`config.mk`:
```
export PLATFORM = sky130hd
export DESIGN_NAME = la_capture_sequencer_flat
export DESIGN_NICKNAME = d
export VERILOG_FILES = /design/src/rtl/la_capture_sequencer_if.sv /design/src/rtl/la_capture_sequencer.sv /design/src/flat_wrapper.sv
export SDC_FILE = /design/constraint.sdc
export NUM_CORES = 1
export LEC_CHECK = 0
export CAP_MARGIN = 20
export CORE_ASPECT_RATIO = 0.6
export CORE_MARGIN = 2
export CORE_UTILIZATION = 40
export CTS_CLUSTER_SIZE = 10
export DETAILED_ROUTE_END_ITERATION = 6
export PLACE_DENSITY = 0.67
export SETUP_SLACK_MARGIN = 0.5
export SYNTH_ARGS = -nofsm -noshare
export SYNTH_HDL_FRONTEND = slang
export SYNTH_SLANG_ARGS = --single-unit
```
`constraint.sdc`:
```
create_clock -name clk -period 2.93 [get_ports clk]
set_input_delay 0.4395 -clock clk [delete_from_list [all_inputs] [get_ports clk]]
set_output_delay 0.4395 -clock clk [all_outputs]
set_load 0.05 [all_outputs]
```
`src/rtl/la_capture_sequencer_if.sv`:
```
// Capture stream from the sequencer to the host DMA: one 32-bit word per
// valid/ready handshake, with last marking the final word of each capture.
interface la_capture_sequencer_if;
   logic [31:0] m_data;
   logic        m_valid;
   logic        m_ready;
   logic        m_last;

   modport master (output m_data, output m_valid, output m_last, input m_ready);
   modport slave  (input m_data, input m_valid, input m_last, output m_ready);
endinterface

```
`src/rtl/la_capture_sequencer.sv`:
```
// Sequences one logic-analyzer capture engine through N captures and drains each buffer onto a stream.
// Optional ARM-state timeout is compiled in when LA_SEQ_TIMEOUT_EN is defined.
//
// state   | meaning
// IDLE    | waiting for cmd_start
// SETUP   | la_set_strobe pulse
// WAIT    | down-counter delay (settle or read latency), then go to wait_ret
// ARM     | engine enabled, waiting for la_finished
// LOAD    | capture la_data into the stream register
// PRESENT | word offered on the stream until accepted
// STEP    | la_read_strobe pulse to advance the read pointer
// RESTART | count the capture; finish or pulse la_restart
module la_capture_sequencer #(
   parameter int unsigned SETTLE_CYCLES = 4,
   parameter int unsigned COUNT_WIDTH   = 16
) (
   input  logic                   clk,
   input  logic                   rst_n,
   input  logic                   cmd_start,
   input  logic                   cmd_abort,
   input  logic [COUNT_WIDTH-1:0] cfg_capture_count,
   input  logic [31:0]            cfg_timeout,
   output logic                   busy,
   output logic                   done,
   output logic                   error,
   output logic [COUNT_WIDTH-1:0] captures_done,
   output logic                   la_set_strobe,
   output logic                   la_enable,
   output logic                   la_restart,
   input  logic                   la_finished,
   input  logic [31:0]            la_read_size,
   output logic                   la_read_strobe,
   input  logic [31:0]            la_data,
   la_capture_sequencer_if.master m_stream
);

   localparam logic [3:0] S_IDLE    = 4'd0;
   localparam logic [3:0] S_SETUP   = 4'd1;
   localparam logic [3:0] S_WAIT    = 4'd2;
   localparam logic [3:0] S_ARM     = 4'd3;
   localparam logic [3:0] S_LOAD    = 4'd4;
   localparam logic [3:0] S_PRESENT = 4'd5;
   localparam logic [3:0] S_STEP    = 4'd6;
   localparam logic [3:0] S_RESTART = 4'd7;

   localparam logic [31:0] SETTLE_LOAD   = 32'(SETTLE_CYCLES - 1);
   localparam logic [31:0] READ_LAT_LOAD = 32'd1;
   localparam logic [COUNT_WIDTH-1:0] CNT_ONE  = {{(COUNT_WIDTH-1){1'b0}}, 1'b1};
   localparam logic [COUNT_WIDTH-1:0] CNT_ZERO = '0;

   logic [3:0]             state;
   logic [3:0]             wait_ret;
   logic [31:0]            wait_cnt;
   logic [31:0]            words_left;
   logic [COUNT_WIDTH-1:0] target;
   logic [COUNT_WIDTH-1:0] cap_cnt;
   logic [COUNT_WIDTH-1:0] cap_next;
   logic                   final_capture;
   logic                   enable_q;
   logic                   done_q;
   logic                   error_q;
   logic                   valid_q;
   logic                   last_q;
   logic [31:0]            data_q;
   logic                   tmo_hit;

   assign cap_next      = cap_cnt + CNT_ONE;
   assign final_capture = (cap_next == target);

`ifdef LA_SEQ_TIMEOUT_EN
   logic [31:0] tmo_cnt;

   // Counts cycles already spent in ARM; cleared whenever ARM is left so re-entry starts at 0.
   always_ff @(posedge clk or negedge rst_n) begin
      if (!rst_n) begin
         tmo_cnt <= 32'd0;
      end else if (state == S_ARM && !cmd_abort) begin
         tmo_cnt <= tmo_cnt + 32'd1;
      end else begin
         tmo_cnt <= 32'd0;
      end
   end

   assign tmo_hit = (state == S_ARM) && (cfg_timeout != 32'd0) &&
                    ((tmo_cnt + 32'd1) == cfg_timeout);
`else
   logic unused_timeout;
   assign unused_timeout = ^cfg_timeout;
   assign tmo_hit        = 1'b0;
`endif

   always_ff @(posedge clk or negedge rst_n) begin
      if (!rst_n) begin
         state      <= S_IDLE;
         wait_ret   <= S_IDLE;
         wait_cnt   <= 32'd0;
         words_left <= 32'd0;
         target     <= CNT_ZERO;
         cap_cnt    <= CNT_ZERO;
         enable_q   <= 1'b0;
         done_q     <= 1'b0;
         error_q    <= 1'b0;
         valid_q    <= 1'b0;
         last_q     <= 1'b0;
         data_q     <= 32'd0;
      end else if (cmd_abort) begin
         // Abort beats everything, including a same-cycle start; counts are left as they stand.
         state    <= S_IDLE;
         wait_cnt <= 32'd0;
         enable_q <= 1'b0;
         done_q   <= 1'b0;
         valid_q  <= 1'b0;
         last_q   <= 1'b0;
      end else begin
         done_q <= 1'b0;
         case (state)
            S_IDLE: begin
               if (cmd_start) begin
                  target  <= (cfg_capture_count == CNT_ZERO) ? CNT_ONE : cfg_capture_count;
                  cap_cnt <= CNT_ZERO;
                  error_q <= 1'b0;
                  state   <= S_SETUP;
               end
            end
            S_SETUP: begin
               wait_cnt <= SETTLE_LOAD;
               wait_ret <= S_ARM;
               state    <= S_WAIT;
            end
            S_WAIT: begin
               if (wait_cnt == 32'd0) begin
                  state <= wait_ret;
                  if (wait_ret == S_ARM) begin
                     enable_q <= 1'b1;
                  end
               end else begin
                  wait_cnt <= wait_cnt - 32'd1;
               end
            end
            S_ARM: begin
               if (la_finished) begin
                  words_left <= la_read_size;
                  if (la_read_size == 32'd0) begin
                     state <= S_RESTART;
                  end else begin
                     wait_cnt <= SETTLE_LOAD;
                     wait_ret <= S_LOAD;
                     state    <= S_WAIT;
                  end
               end else if (tmo_hit) begin
                  error_q  <= 1'b1;
                  enable_q <= 1'b0;
                  state    <= S_IDLE;
               end
            end
            S_LOAD: begin
               data_q  <= la_data;
               valid_q <= 1'b1;
               last_q  <= (words_left == 32'd1);
               state   <= S_PRESENT;
            end
            S_PRESENT: begin
               if (m_stream.m_ready) begin
                  valid_q    <= 1'b0;
                  last_q     <= 1'b0;
                  words_left <= words_left - 32'd1;
                  state      <= (words_left == 32'd1) ? S_RESTART : S_STEP;
               end
            end
            S_STEP: begin
               wait_cnt <= READ_LAT_LOAD;
               wait_ret <= S_LOAD;
               state    <= S_WAIT;
            end
            S_RESTART: begin
               cap_cnt <= cap_next;
               if (final_capture) begin
                  enable_q <= 1'b0;
                  done_q   <= 1'b1;
                  state    <= S_IDLE;
               end else begin
                  wait_cnt <= SETTLE_LOAD;
                  wait_ret <= S_ARM;
                  state    <= S_WAIT;
               end
            end
            default: begin
               state <= S_IDLE;
            end
         endcase
      end
   end

   assign busy           = (state != S_IDLE);
   assign done           = done_q;
   assign error          = error_q;
   assign captures_done  = cap_cnt;
   assign la_enable      = enable_q;
   assign la_set_strobe  = (state == S_SETUP);
   assign la_read_strobe = (state == S_STEP);
   // Restart only when another capture follows; the last RESTART cycle just retires the run.
   assign la_restart     = (state == S_RESTART) && !final_capture;

   assign m_stream.m_data  = data_q;
   assign m_stream.m_valid = valid_q;
   assign m_stream.m_last  = last_q;

endmodule

```
`src/flat_wrapper.sv`:
```
// flat-port wrapper written by rule: the top's interface ports become plain ports
module la_capture_sequencer_flat 
#(
   parameter int unsigned SETTLE_CYCLES = 4,
   parameter int unsigned COUNT_WIDTH   = 16
)
  (clk, rst_n, cmd_start, cmd_abort, cfg_capture_count, cfg_timeout, busy, done, error, captures_done, la_set_strobe, la_enable, la_restart, la_finished, la_read_size, la_read_strobe, la_data, m_stream_m_data, m_stream_m_valid, m_stream_m_last, m_stream_m_ready);
  la_capture_sequencer_if m_stream_i ();
  input  logic clk;
  input  logic rst_n;
  input  logic cmd_start;
  input  logic cmd_abort;
  input  logic [COUNT_WIDTH-1:0] cfg_capture_count;
  input  logic [31:0] cfg_timeout;
  output logic busy;
  output logic done;
  output logic error;
  output logic [COUNT_WIDTH-1:0] captures_done;
  output logic la_set_strobe;
  output logic la_enable;
  output logic la_restart;
  input  logic la_finished;
  input  logic [31:0] la_read_size;
  output logic la_read_strobe;
  input  logic [31:0] la_data;
  output wire logic [$bits(m_stream_i.m_data)-1:0] m_stream_m_data;
  output wire logic [$bits(m_stream_i.m_valid)-1:0] m_stream_m_valid;
  output wire logic [$bits(m_stream_i.m_last)-1:0] m_stream_m_last;
  input wire logic [$bits(m_stream_i.m_ready)-1:0] m_stream_m_ready;
  assign m_stream_m_data = m_stream_i.m_data;
  assign m_stream_m_valid = m_stream_i.m_valid;
  assign m_stream_m_last = m_stream_i.m_last;
  assign m_stream_i.m_ready = m_stream_m_ready;
  la_capture_sequencer #(.SETTLE_CYCLES(SETTLE_CYCLES), .COUNT_WIDTH(COUNT_WIDTH)) u_core (.clk(clk), .rst_n(rst_n), .cmd_start(cmd_start), .cmd_abort(cmd_abort), .cfg_capture_count(cfg_capture_count), .cfg_timeout(cfg_timeout), .busy(busy), .done(done), .error(error), .captures_done(captures_done), .la_set_strobe(la_set_strobe), .la_enable(la_enable), .la_restart(la_restart), .la_finished(la_finished), .la_read_size(la_read_size), .la_read_strobe(la_read_strobe), .la_data(la_data), .m_stream(m_stream_i));
endmodule
```
==> impl_metrics.py <==
metrics = {
    "worst_setup_path": {
        "critPathCaptureType": "output port",
        "startpoint_type": "flop",
        "cp_num_buf_inv": 1,
        "cp_max_fo": 4,
        "critical_path.cell_chain": "ha_4 -> nand3_4 -> or4_4 -> xnor2_4 -> a2111oi_4 -> and3_4 -> a21oi_4 -> buf_6",
        "cp.required_ns": 2.49,
        "max_stage_delay_ns": 0.60,
        "crit_family": "simple AND/OR/NAND/NOR gates",
        "arrival_ns": 2.63,
        "cp_slowest_cell": "or4_4",
        "crit_type": "reg -> out",
    },
    "place": {
        "dp_cells": 1225,
        "gp_congestion": 0.875,
        "io_buffers": 141,
        "post-dp-hpwl_um": 15400,
        "dp_slack_ns": -0.0619,
        "dpl-instance-area_um2": 9690,
    },
    "power_and_ir_drop": {
        "seq_power_share_pct": 31.7,
        "power.share.clock_pct": 21.5,
        "p_total_mw": 9.95,
        "p_int_mw": 5.86,
        "power_density_nw_per_um2": 906,
        "peakVddDrop_mv": 0.555,
        "p_sw_share_pct": 41.1,
        "p_switching_mw": 4.09,
        "p_leak_nw": 4.54,
        "combPwrFrac_pct": 46.8,
    },
    "global_routing": {
        "antenna_found_initial": 0,
        "grt_max_degree": 81,
        "grt_pass1_vias": 6910,
        "overflow": 0,
        "grt_usage_pct": 23.0,
        "grt_pass1_wl_um": 36100,
    },
    "route": {
        "drt_pass1_iterations": 5,
        "wl_per_cell_um": 17.6,
        "wirelength_um": 22800,
        "vias": 7376,
        "drt_iter0_markers": 706,
        "viasPerCell": 5.69,
        "final_antenna_net_count": 0,
        "route.detailed.drc": 0,
    },
    "cells_and_area": {
        "final_common_cell": "clkdlybuf4s50_1",
        "area.growth.synth_to_final_pct": 46.0,
        "antennaDiodeCount": 0,
        "drive_gt1_share_pct": 26.7,
        "final_cell_mix": "clkdlybuf4s50_1, dfrtp_1, nor2_1",
        "nets": 1167,
        "design_area_um2": 11000,
        "final_util_pct": 60.2,
        "stdcell_count": 1297,
    },
    "clock_network": {
        "h-tree-depth": 4,
        "cts.sinks": 137,
        "cts_made_buffers": 17,
        "path_clk_slew_ns": 0.06,
        "holdBufCountCts": 0,
        "cts_max_path_buffers": 2,
        "tritoncts": "built",
        "cts-root-buf": "clkbuf_16",
        "clk_latency_ns": 0.43,
    },
    "die": {
        "core_um2": 18300,
        "die_w_um": 181,
        "pin_count": 175,
        "die_y_um": 110,
        "initial_core_util_pct": 41.2,
        "die_area_um2": 20000,
        "rows": 38,
    },
    "timing": {
        "maxSlewViolCount": 0,
        "finalSetupViolations": 4,
        "rsz0062_at_grt": "yes",
        "fin_skew_ns": 0.0126,
        "period_needed_ns": 3.06,
        "finalCritPeriodShare_pct": 105,
        "slew_headroom_pct": 46.3,
        "max_slew.worst_pin.slew_ns": 0.805,
        "hold_viol": 0,
        "fmax_mhz": 326,
        "finalWorstSetupSlack_ns": -0.135,
    },
    "synth": {
        "synth-edff-count": 0,
        "syn_area_per_cell_um2": 8.96,
        "synth_area_leaders": "dfrtp_1, mux2_2, o21ai_0, nor2_1, a21oi_1",
        "post-synth-top-area-cell": "dfrtp_1",
        "postSynthNetCount": 963,
        "syn_inst": 840,
        "synth-seq-cells": 137,
        "ys.flop_type": "dfrtp_1",
        "ys_types": 62,
        "seq_area_frac_synth_pct": 45.6,
        "synth_area_um2": 7520,
        "yosys_warnings": 0,
        "synth_top_area_share_pct": 45.6,
        "async_reset_ff_share_pct": 100,
    },
    "outcome": {
        "violations": "setup timing",
        "status": "finished with violations",
    },
    "min_path": {
        "min_path_type": "in -> async",
    },
    "flow_run": {
        "max_cap_viol_count": 0,
    },
}
## worst register-to-register path, cell delays in order (launching register included)
cell	delay (ns)
dfrtp_1	0.38
or4_4	0.54
or4_4	0.57
or3_4	0.35
or4_4	0.43
buf_8	0.16
nor2_8	0.11
a31oi_1	0.09
o21ai_1	0.13
o31ai_1	0.08
## kinds of logic (layout without fill, tap and decap cells)
family                   after synthesis  after routing  synth area share, %
AND/OR/NAND/NOR                      321            321                 21.9
multiplexers                          49             49                 7.30
other                                  1              1               0.0498
AO/OA/AOI/OAI                        244            244                 18.6
buffers and inverters                 66            283                 3.57
flip-flops                           137            137                 45.6
adder cells (fa/ha/maj)                5              5                0.831
XOR/XNOR                              17             17                 2.16
## state kept, by name, summed over array words and instances, names as in the netlist
name                     flops
u_core.done                  1
u_core.m_stream.m_last       1
u_core.target               16
u_core.la_enable             1
u_core.m_stream.m_data      32
u_core.m_stream.m_valid      1
u_core.state                 3
u_core.captures_done        16
u_core.words_left           32
u_core.wait_ret              2
u_core.wait_cnt             32
## per-stage QoR
step	setup TNS [ns]	hold WS, ns
after CTS	-0.107	0.0845
final	-0.142	0.0106
after floorplan	0	0.144
after global routing	-3.02	0.0993
after detailed placement	-0.200	0.469
after global placement	-0.0775	0.461
## repair_timing
action                                  CTS  global route
gates resized for setup                  59            43
hold endpoints to repair                  0             0
pin swaps                                22            15
cloned                                    3             0
setup buffers                            22            14
endpoints found under the setup margin   57            68
## power by group through the flow
stage | Clock (mW) | Combinational, mW | Sequential [mW]
6_report | 2.14 | 4.66 | 3.15
5_1_grt | 2.25 | 5.02 | 3.24
4_1_cts | 2.18 | 4.49 | 3.11
3_5_place_dp | 0 | 4.03 | 3.11
3_3_place_gp | 0 | 3.99 | 3.10
2_1_floorplan | 0 | 2.10 | 3.64
## final timing paths
kind / from / end / slack, ns / depth (start not counted)
setup / recovery: u_core.captures_done[0]$_DFFE_PN0P_ / la_restart / -0.13 / 8
hold / removal: rst_n / u_core.words_left[8]$_DFFE_PN0P_ / 0.01 / 1
setup reg to reg: u_core.wait_cnt[2]$_DFFE_PN0P_ / u_core.wait_cnt[29]$_DFFE_PN0P_ / -0.01 / 9
hold reg to reg: u_core.wait_cnt[14]$_DFFE_PN0P_ / u_core.wait_cnt[14]$_DFFE_PN0P_ / 0.49 / 2
max in group asynchronous: rst_n / u_core.captures_done[7]$_DFFE_PN0P_ / 2.09 / 2
min in group clk: u_core.wait_cnt[14]$_DFFE_PN0P_ / u_core.wait_cnt[14]$_DFFE_PN0P_ / 0.49 / 2
## synth_stat cells (6+ instances only)
master,count
nand4_1,12
xnor2_1,12
a211oi_1,6
o31ai_1,16
or3_1,13
nand2b_1,9
or4_1,11
nand3_1,24
nor3_1,40
nor2b_1,6
o21ai_0,99
o21ai_1,6
inv_1,11
dfrtp_1,137
mux2_2,47
a21oi_1,75
nor4_1,26
nor2_1,101
nand2_1,44
a31oi_1,6
clkbuf_1,41
buf_2,10
## layer usage
metal	wire length (µm)	global-route usage, %	vias up	part of all wire (%)
met5	0	0	-	0
met4	142	5.63	0	0.62
met3	1920	6.50	15	8.4
met2	9540	33.0	274	42
met1	11200	34.0	3578	49
li1	-	-	3509	-
## cell type report
class	count	area, µm²
inverters	11	41.3
clock inverters	13	144
flip-flops and latches	137	3440
well taps	240	300
fillers	1515	7270
multi-input cells	637	4320
clock buffers	19	433
repair buffers	240	2300
No activity file was read; power rests on OpenSTA's default activity.
